===== src/rtl/aska_sched_pkg.sv =====
// aska_sched_pkg: shared types, default widths and index-width helper
// for the channel scheduler (aska_ch_sched, aska_rr_pick, aska_ch_sched_if).
package aska_sched_pkg;

  localparam int NCH_DEF     = 4;
  localparam int GUARD_W_DEF = 4;
  localparam int HOLD_W_DEF  = 8;

  typedef enum logic [1:0] {
    S_IDLE,
    S_GRANT,
    S_GUARD
  } state_t;

  function automatic int idx_w(input int n);
    return $clog2(n);
  endfunction

endpackage


===== src/rtl/aska_ch_sched_if.sv =====
// aska_ch_sched_if: channel-side bundle (req, done in; grant, sel, busy out).
// master = channel timers, slave = scheduler.
interface aska_ch_sched_if
  import aska_sched_pkg::*;
#(
  parameter int NCH = NCH_DEF
) ();

  localparam int IW = idx_w(NCH);

  logic [NCH-1:0] req;
  logic [NCH-1:0] done;
  logic [NCH-1:0] grant;
  logic [IW-1:0]  sel;
  logic           busy;

  modport master (
    output req,
    output done,
    input  grant,
    input  sel,
    input  busy
  );

  modport slave (
    input  req,
    input  done,
    output grant,
    output sel,
    output busy
  );

endinterface


===== src/rtl/aska_rr_pick.sv =====
// aska_rr_pick: combinational round-robin pick. Ports: vec (candidates),
// ptr (last winner) -> valid, idx (first set bit at or after ptr+1 mod NCH).
module aska_rr_pick
  import aska_sched_pkg::*;
#(
  parameter  int NCH = NCH_DEF,
  localparam int IW  = idx_w(NCH)
) (
  input  logic [NCH-1:0] vec,
  input  logic [IW-1:0]  ptr,
  output logic           valid,
  output logic [IW-1:0]  idx
);

  logic [IW-1:0] cand;

  always_comb begin
    valid = 1'b0;
    idx   = '0;
    cand  = '0;
    for (int i = 1; i <= NCH; i++) begin
      cand = IW'((int'(ptr) + i) % NCH);
      if (!valid && vec[cand]) begin
        valid = 1'b1;
        idx   = cand;
      end
    end
  end

endmodule


===== src/rtl/aska_ch_sched.sv =====
// aska_ch_sched: round-robin slot scheduler for the shared pulse path.
// Ports: clk, resetn, enable, guard_cycles, max_hold, err_clr, timeout_err,
// timeout_ch, bus (slave: req/done in, grant/sel/busy out).
// Optional ASKA_SCHED_PRIO_EN adds prio_mask for a priority subset.
module aska_ch_sched
  import aska_sched_pkg::*;
#(
  parameter  int NCH     = NCH_DEF,
  parameter  int GUARD_W = GUARD_W_DEF,
  parameter  int HOLD_W  = HOLD_W_DEF,
  localparam int IW      = idx_w(NCH)
) (
  input  logic               clk,
  input  logic               resetn,
  input  logic               enable,
`ifdef ASKA_SCHED_PRIO_EN
  input  logic [NCH-1:0]     prio_mask,
`endif
  input  logic [GUARD_W-1:0] guard_cycles,
  input  logic [HOLD_W-1:0]  max_hold,
  input  logic               err_clr,
  output logic               timeout_err,
  output logic [IW-1:0]      timeout_ch,
  aska_ch_sched_if.slave     bus
);

  state_t             state;
  state_t             state_n;
  logic [IW-1:0]      ptr;
  logic [HOLD_W-1:0]  hold_cnt;
  logic [GUARD_W-1:0] guard_cnt;

  logic               pick_v;
  logic [IW-1:0]      pick_i;
  logic [NCH-1:0]     pick_oh;
  logic               done_s;
  logic               to_hit;
  logic               rel;

`ifdef ASKA_SCHED_PRIO_EN
  logic          pv;
  logic          av;
  logic [IW-1:0] pidx;
  logic [IW-1:0] aidx;

  aska_rr_pick #(.NCH(NCH)) u_prio (
    .vec   (bus.req & prio_mask),
    .ptr   (ptr),
    .valid (pv),
    .idx   (pidx)
  );

  aska_rr_pick #(.NCH(NCH)) u_all (
    .vec   (bus.req),
    .ptr   (ptr),
    .valid (av),
    .idx   (aidx)
  );

  assign pick_v = pv | av;
  assign pick_i = pv ? pidx : aidx;
`else
  aska_rr_pick #(.NCH(NCH)) u_all (
    .vec   (bus.req),
    .ptr   (ptr),
    .valid (pick_v),
    .idx   (pick_i)
  );
`endif

  assign pick_oh = NCH'(1) << pick_i;

  // Only the granted channel's done counts; done beats the watchdog.
  assign done_s = bus.done[bus.sel];
  assign to_hit = (max_hold != '0) && (hold_cnt == max_hold) && !done_s;
  assign rel    = done_s | to_hit | !enable;

  always_ff @(posedge clk or negedge resetn) begin
    if (!resetn) state <= S_IDLE;
    else         state <= state_n;
  end

  always_comb begin
    state_n = state;
    unique case (state)
      S_IDLE: begin
        if (enable && pick_v) state_n = S_GRANT;
      end
      S_GRANT: begin
        if (rel) begin
          state_n = (guard_cycles == '0) ? S_IDLE : S_GUARD;
        end
      end
      S_GUARD: begin
        if (guard_cnt == GUARD_W'(1)) state_n = S_IDLE;
      end
      default: state_n = S_IDLE;
    endcase
  end

  always_comb begin
    bus.busy = 1'b0;
    unique case (state)
      S_GRANT, S_GUARD: bus.busy = 1'b1;
      default:          bus.busy = 1'b0;
    endcase
  end

  always_ff @(posedge clk or negedge resetn) begin
    if (!resetn) begin
      bus.grant <= '0;
      bus.sel   <= '0;
      ptr       <= IW'(NCH - 1);
      hold_cnt  <= '0;
      guard_cnt <= '0;
    end else begin
      unique case (state)
        S_IDLE: begin
          if (enable && pick_v) begin
            bus.grant <= pick_oh;
            bus.sel   <= pick_i;
            ptr       <= pick_i;
            hold_cnt  <= HOLD_W'(1);
          end
        end
        S_GRANT: begin
          if (rel) begin
            bus.grant <= '0;
            guard_cnt <= guard_cycles;
          end else if (hold_cnt != '1) begin
            hold_cnt <= hold_cnt + 1'b1;
          end
        end
        S_GUARD: begin
          guard_cnt <= guard_cnt - 1'b1;
        end
        default: bus.grant <= '0;
      endcase
    end
  end

  // A new timeout outranks err_clr in the same cycle.
  always_ff @(posedge clk or negedge resetn) begin
    if (!resetn) begin
      timeout_err <= 1'b0;
      timeout_ch  <= '0;
    end else if (state == S_GRANT && to_hit) begin
      timeout_err <= 1'b1;
      timeout_ch  <= bus.sel;
    end else if (err_clr) begin
      timeout_err <= 1'b0;
      timeout_ch  <= '0;
    end
  end

endmodule


===== src/flat_wrapper.sv =====
// flat-port wrapper written by rule: the top's interface ports become plain ports
module aska_ch_sched_flat import aska_sched_pkg::*;
#(
  parameter  int NCH     = NCH_DEF,
  parameter  int GUARD_W = GUARD_W_DEF,
  parameter  int HOLD_W  = HOLD_W_DEF,
  localparam int IW      = idx_w(NCH)
)
  (clk, resetn, enable, guard_cycles, max_hold, err_clr, timeout_err, timeout_ch, bus_req, bus_done, bus_grant, bus_sel, bus_busy);
  aska_ch_sched_if #(.NCH(NCH)) bus_i ();
  input  logic clk;
  input  logic resetn;
  input  logic enable;
  input  logic [GUARD_W-1:0] guard_cycles;
  input  logic [HOLD_W-1:0] max_hold;
  input  logic err_clr;
  output logic timeout_err;
  output logic [IW-1:0] timeout_ch;
  input wire logic [$bits(bus_i.req)-1:0] bus_req;
  input wire logic [$bits(bus_i.done)-1:0] bus_done;
  output wire logic [$bits(bus_i.grant)-1:0] bus_grant;
  output wire logic [$bits(bus_i.sel)-1:0] bus_sel;
  output wire logic [$bits(bus_i.busy)-1:0] bus_busy;
  assign bus_i.req = bus_req;
  assign bus_i.done = bus_done;
  assign bus_grant = bus_i.grant;
  assign bus_sel = bus_i.sel;
  assign bus_busy = bus_i.busy;
  aska_ch_sched #(.NCH(NCH), .GUARD_W(GUARD_W), .HOLD_W(HOLD_W)) u_core (.clk(clk), .resetn(resetn), .enable(enable), .guard_cycles(guard_cycles), .max_hold(max_hold), .err_clr(err_clr), .timeout_err(timeout_err), .timeout_ch(timeout_ch), .bus(bus_i));
endmodule

===== config.mk =====
export PLATFORM = sky130hd
export DESIGN_NAME = aska_ch_sched_flat
export DESIGN_NICKNAME = d
export VERILOG_FILES = /design/src/rtl/aska_sched_pkg.sv /design/src/rtl/aska_ch_sched_if.sv /design/src/rtl/aska_rr_pick.sv /design/src/rtl/aska_ch_sched.sv /design/src/flat_wrapper.sv
export SDC_FILE = /design/constraint.sdc
export NUM_CORES = 1
export LEC_CHECK = 0
export CAP_MARGIN = 20
export CORE_MARGIN = 1.5
export CORE_UTILIZATION = 46
export CTS_CLUSTER_SIZE = 14
export DETAILED_ROUTE_END_ITERATION = 12
export GPL_ROUTABILITY_DRIVEN = 0
export PLACE_DENSITY = 0.76
export SYNTH_ARGS = -nofsm -noshare
export SYNTH_HDL_FRONTEND = slang
export SYNTH_SLANG_ARGS = --single-unit

===== constraint.sdc =====
create_clock -name clk -period 2.1 [get_ports clk]
set_input_delay 0.315 -clock clk [delete_from_list [all_inputs] [get_ports clk]]
set_output_delay 0.315 -clock clk [all_outputs]
set_load 0.005 [all_outputs]

==> results of run 1 <==
kinds of logic after synthesis:
logic type / count (synthesis) / share of synthesized area [%]
muxes: 6 / 4.62
AOI/OAI and AO/OA: 53 / 24.3
xor gates and xnor gates: 8 / 4.31
DFF: 25 / 38.6
buffers and inverters: 22 / 5.31
and+or+nand+nor: 55 / 18.2
adders and majority gates: 6 / 4.62
per-layer routing:
layer	GRT usage (%)	vias up	routed length (um)
li1	-	765	-
met1	30.9	826	1830
met2	40.6	61	2160
met3	3.60	14	220
met4	10.0	0	118
met5	0	-	0
state kept, by name, summed over array words and instances, names as in the netlist:
signal,cells
u_core.state,2
u_core.bus.sel,2
u_core.timeout_ch,2
u_core.timeout_err,1
u_core.hold_cnt,8
u_core.bus.grant,4
u_core.ptr,2
u_core.guard_cnt,4
placed cells by master (no fill, tap or decap), types with 2 or more instances in the layout:
cell type,count
dfstp_2,2
ha_1,6
dfrtp_1,22
a21oi_1,9
nand3_1,8
nand2_1,9
nand2b_1,2
a21o_1,2
mux2i_1,3
o21a_1,2
o311ai_1,4
or4_4,2
xnor2_1,8
a22o_1,2
mux2_2,2
o211ai_1,2
inv_1,14
nor2_1,12
nand4_1,2
o311ai_0,2
nor3_1,5
o21ai_0,4
or3_1,3
o31ai_1,6
buf_4,29
or2_2,4
o22ai_1,3
clkbuf_4,3
a32o_1,2
clkdlybuf4s50_1,33
final cells by class:
class	count	area, sq um	area share (%)
Multi-Input combinational cell	128	952	42.0
Inverter	14	52.6	2.32
Timing Repair Buffer	62	548	24.2
Tap cell	46	57.6	2.54
Clock buffer	4	26.3	1.16
Sequential cell	25	629	27.8
worst max-delay path: cells and delay by family:
| kind | cells | cell delay (ns) |
|---|---|---|
| AOI/OAI and AO/OA | 1 | 0.10 |
| and+or+nand+nor | 3 | 1.15 |
| muxes | 1 | 0.27 |
| buffers and inverters | 1 | 0.43 |
what timing repair did:
item / 4_1_cts / 5_1_grt
endpoints found under the setup margin: 2 / 17
pin swaps: 0 / 3
gates resized for setup: 1 / 12
endpoints found under the hold margin: 0 / 0
setup buffers: 0 / 2
gates cloned: 0 / 0
through the flow:
stage / TNS [ns] / cell area (sq um) / utilization [%] / cells / hold WS, ns
floorplan: 0 / 1630 / - / 175 / 0.0194
global placement: -3.93 / 2180 / 64.9 / 273 / 0.487
detailed placement: -5.31 / 2180 / 64.9 / 273 / 0.507
CTS: 0 / 2210 / 65.8 / 277 / 0.361
global route: -0.00468 / 2270 / 67.4 / 279 / 0.353
finish: 0 / 2270 / 67.4 / 279 / 0.353
power by group through the flow:
stage | clock, uW | combinational, uW | sequential (uW)
CTS | 218 | 1260 | 790
detailed placement | 0 | 1250 | 801
global placement | 0 | 1190 | 783
floorplan | 0 | 798 | 749
finish | 211 | 1330 | 797
global route | 252 | 1480 | 818
worst paths after layout:
path                                                    end  slack [ns]                       startpoint  cells past startpoint
max                          u_core.hold_cnt[0]$_DFFE_PN0P_        0.05                      max_hold[0]                      6
min                        u_core.timeout_ch[0]$_DFFE_PN0P_        0.35                           resetn                      2
max reg2reg                 u_core.bus.grant[2]$_DFFE_PN0P_        0.08    u_core.bus.sel[0]$_DFFE_PN0P_                      6
min reg2reg                 u_core.bus.grant[2]$_DFFE_PN0P_        0.53  u_core.bus.grant[2]$_DFFE_PN0P_                      1
max in group asynchronous         u_core.ptr[1]$_DFFE_PN1P_        1.46                           resetn                      2
min in group clk            u_core.bus.grant[2]$_DFFE_PN0P_        0.53  u_core.bus.grant[2]$_DFFE_PN0P_                      1
==> reports/summary.txt, run 1 <==
Max-slew headroom -> 71.4%
global-route wire length before repair -> 7650 um
FP Rows -> 21
post-synthesis cell type count -> 46
crit path max fanout -> 7
area leader, netlist -> dfrtp_1
layout cells sized above 1 -> 23.2%
Gate Count Post-Synth -> 175
RSZ-0062 raised after global routing -> true
final worst path period share -> 97.8%
Mean Syn Cell Area -> 9.29 sq um
Root Buffer -> clkbuf_4
power density over the cells -> 1030 nW/um^2
dpl hpwl -> 3420 um
final setup margin -> 0.0457 ns
I/O Pins -> 34
sequential cell area fraction in the yosys report -> 38.6%
Worst VDD drop -> 0.000599 V
max cap viols -> 0
Layout fillers -> 264
antenna-violating nets left -> 0
Routed WL -> 4330 um
Routed WL per cell -> 15.5 um
clock latency on the worst-skew pair -> 0.31 ns
area grow syn2layout -> 39.4%
Slew Viols, Final -> 0
Tmin final -> 2.05 ns
total track usage -> 24.0%
Worst EP arrival -> 2.27 ns
CTS clock-pin slew for the worst setup and hold paths -> 0.13 ns
clock group share of total power -> 9.0%
Synth top area share -> 35.4%
Die Area -> 3900 sq um
Cell Area, Synth -> 1630 sq um
syn nets -> 205
final hold vios -> 0
internal power -> 1380 uW
Synth area leaders -> dfrtp_1 (35%), ha_1 (4.6%), xnor2_1 (4.3%), dfstp_2 (3.2%), inv_1 (3.2%)
final setup violation count -> 0
Seq cells post-synth -> 25
WS Path Type -> in -> reg
# DRC -> 0
Post-synth EDFFs -> 0
total iterations of the first detailed-routing run -> 4
vias in the first global route -> 1713
total power -> 2340 uW
ys flop type -> dfrtp_1
Seq pwr share -> 34.0%
commonest cells in the netlist -> dfrtp_1 (23), inv_1 (14), nor2_1 (13), a21oi_1 (9), nand2_1 (9)
Comb power frac -> 56.9%
Max Freq -> 487 MHz
HP Class -> in -> async
outcome -> completed
largest stage delay on the critical path -> 0.55 ns
Final #Nets -> 264
Pleak -> 0.000965 uW
leading cell type by number of instances after synthesis -> dfrtp_1
CP Cell Sequence -> clkdlybuf4s50_1, or4_4, nor2_4, o31ai_4, or3_4, mux2_2
gr ovfl total -> 0
CP startpoint kind -> input pin
initial DRC count -> 119
CTS Hold Buffers Added -> 0
Clock Sinks -> 25
slowest CP cell -> or4_4
async set-or-reset flop fraction in the synthesized netlist -> 100%
Net Switching -> 957 uW
CP endpoint kind -> flip-flop
Antenna Diode Count -> 0
H-tree Lvls -> 1
worst slew pin tran -> 0.424 ns
dpl ws -> -0.366 ns
number of buffers created by CTS -> 3
CTS Buffer Depth -> 2
Core Region -> 3360 sq um
WP data required -> 2.31 ns
Die Span Y -> 62.4 um
skew final -> 0.00341 ns
Vias/cell -> 5.97
CTS tree -> yes
yosys warns -> 0
initial antenna violation count -> 0
total number of vias -> 1666
largest net degree at the start of global routing -> 26
die width -> 62.4 um
Switching Fraction -> 40.9%
Initial Util -> 48.3%
port bufs -> 33
(Power assumes the default switching activity.)
==> inputs of run 2 (changes only) <==
- CORE_MARGIN: 1.5 -> 2
==> reports/summary.txt, run 2 (synthesis gave the netlist of run 1 again) <==
Worst EP arrival -> 2.27 ns (about the same)
Root Buffer -> clkbuf_4
Max-slew headroom -> 60.0% (-11 points)
vias in the first global route -> 1707 (-0.35%)
total iterations of the first detailed-routing run -> 6 (+2)
final worst path period share -> 98.3% (+0.43 points)
H-tree Lvls -> 1 (unchanged)
outcome -> completed
RSZ-0062 raised after global routing -> false
CTS Buffer Depth -> 2 (unchanged)
Max Freq -> 485 MHz (-0.44%)
CP Cell Sequence -> clkdlybuf4s50_1, or4_4, nor2_4, o31ai_4, or3_4, mux2_2
Core Region -> 3360 sq um (unchanged)
final setup margin -> 0.0367 ns (-0.00908 ns)
largest net degree at the start of global routing -> 26 (unchanged)
clock latency on the worst-skew pair -> 0.31 ns (about the same)
final hold vios -> 0 (unchanged)
dpl ws -> -0.353 ns (+0.0137 ns)
global-route wire length before repair -> 7760 um (+1.4%)
gr ovfl total -> 0 (unchanged)
area grow syn2layout -> 41.3%
largest stage delay on the critical path -> 0.55 ns (about the same)
power density over the cells -> 1040 nW/um^2 (+0.64%)
# DRC -> 0 (unchanged)
Pleak -> 0.000969 uW (+0.47%)
FP Rows -> 21 (unchanged)
Initial Util -> 48.3% (unchanged)
most frequent cells in the layout -> clkdlybuf4s50_1 (33), buf_4 (30), dfrtp_1 (21), inv_1 (14), nor2_1 (12)
WS Path Type -> in -> reg
worst r2r path cells -> 5 (-1)
Largest regs -> u_core.hold_cnt x8, u_core.bus.grant x4, u_core.guard_cnt x4
layout cells sized above 1 -> 25.6% (+2.5 points)
initial DRC count -> 136 (+14%)
max cap viols -> 0 (unchanged)
I/O Pins -> 34 (unchanged)
Die Area -> 4020 sq um (+3.2%)
worst slew pin tran -> 0.592 ns (+0.168 ns)
total track usage -> 23.9% (-0.14 points)
Worst VDD drop -> 0.000691 V (+15%)
max FFs per register -> 8 (unchanged)
final setup violation count -> 0 (unchanged)
Slew Viols, Final -> 0 (unchanged)
CP startpoint kind -> input pin
Clock Sinks -> 25 (unchanged)
Tmin final -> 2.06 ns (+0.00908 ns)
port bufs -> 33 (unchanged)
slowest CP cell -> or4_4
total power -> 2390 uW (+2.0%)
Largest Register -> u_core.hold_cnt
CP endpoint kind -> flip-flop
CTS clock-pin slew for the worst setup and hold paths -> 0.13 ns (about the same)
WP data required -> 2.31 ns (about the same)
number of buffers created by CTS -> 3 (unchanged)
Final #Nets -> 265 (+0.38%)
Vias/cell -> 6.02 (+0.78%)
commonest non-fill, non-tap cell in the layout -> clkdlybuf4s50_1
crit path max fanout -> 7 (unchanged)
CTS tree -> yes
dpl hpwl -> 3430 um (+0.39%)
initial antenna violation count -> 0 (unchanged)
Antenna Diode Count -> 0 (unchanged)
Die Span Y -> 63.4 um (+1.6%)
antenna-violating nets left -> 0 (unchanged)
HP Class -> in -> async
skew final -> 0.00275 ns (-0.000659 ns)
total number of vias -> 1685 (+1.1%)
Routed WL -> 4400 um (+1.6%)
CTS Hold Buffers Added -> 0 (unchanged)
die width -> 63.4 um (+1.6%)
Routed WL per cell -> 15.7 um (+1.3%)
-- run 2: worst max-delay path: cells and delay by family --
family | cells | cell delay [ns]
buffers and inverters | 1 | 0.42
AO/OA/AOI/OAI | 1 | 0.10
multiplexers | 1 | 0.28
AND/OR/NAND/NOR | 3 | 1.15
-- run 2: timing repair --
item | in CTS | in global routing
pin swaps | 0 | 2
setup endpoints to repair | 4 | 16
buffers inserted | 0 | 2
gates resized for setup | 3 | 17
-- run 2: stage by stage --
step                utilization [%]  setup TNS, ns  instance area (sq um)  hold slack, ns  cells
global route                   68.3              0                   2300           0.382    280
finish                         68.3              0                   2300           0.357    280
detailed placement             65.1          -4.76                   2190           0.491    274
global placement               65.1          -3.66                   2190           0.484    274
floorplan                         -              0                   1630          0.0194    175
CTS                            66.2              0                   2230           0.362    278
-- run 2: metal layers --
layer  vias to the layer above  GRT usage, %  wire length, um
met4                         0          6.52               74
met5                         -             0                0
met1                       836          30.2             1850
met2                        63          42.6             2240
met3                        11          3.04              231
li1                        775             -                -
-- run 2: final timing paths --
check,start,end,slack [ns]
min reg2reg,u_core.bus.grant[2]$_DFFE_PN0P_,u_core.bus.grant[2]$_DFFE_PN0P_,0.52
min in group clk,u_core.bus.grant[2]$_DFFE_PN0P_,u_core.bus.grant[2]$_DFFE_PN0P_,0.52
max,max_hold[0],u_core.hold_cnt[0]$_DFFE_PN0P_,0.04
min,resetn,u_core.hold_cnt[3]$_DFFE_PN0P_,0.36
max in group asynchronous,resetn,u_core.ptr[0]$_DFFE_PN1P_,1.46
max reg2reg,u_core.bus.sel[0]$_DFFE_PN0P_,u_core.hold_cnt[0]$_DFFE_PN0P_,0.08
-- run 2: power by group --
part           switching (uW)  total (uW)  leakage [uW]  internal [uW]
Combinational             699        1380      0.000634            680
Clock                     138         212     0.0000150           74.1
Sequential                157         797      0.000320            640
-- run 2: cell type report --
cell class | count | area [sq um]
clock buffers | 4 | 26.3
flip-flops and latches | 25 | 631
multi-input cells | 128 | 975
well taps | 46 | 57.6
repair buffers | 63 | 556
fillers | 285 | 1070
inverters | 14 | 52.6
==> inputs of run 3 (changes only) <==
- HOLD_SLACK_MARGIN: default -> 0.05
==> results of run 3 <==
The final DEF is identical to that of run 2; final timing and power are the same.
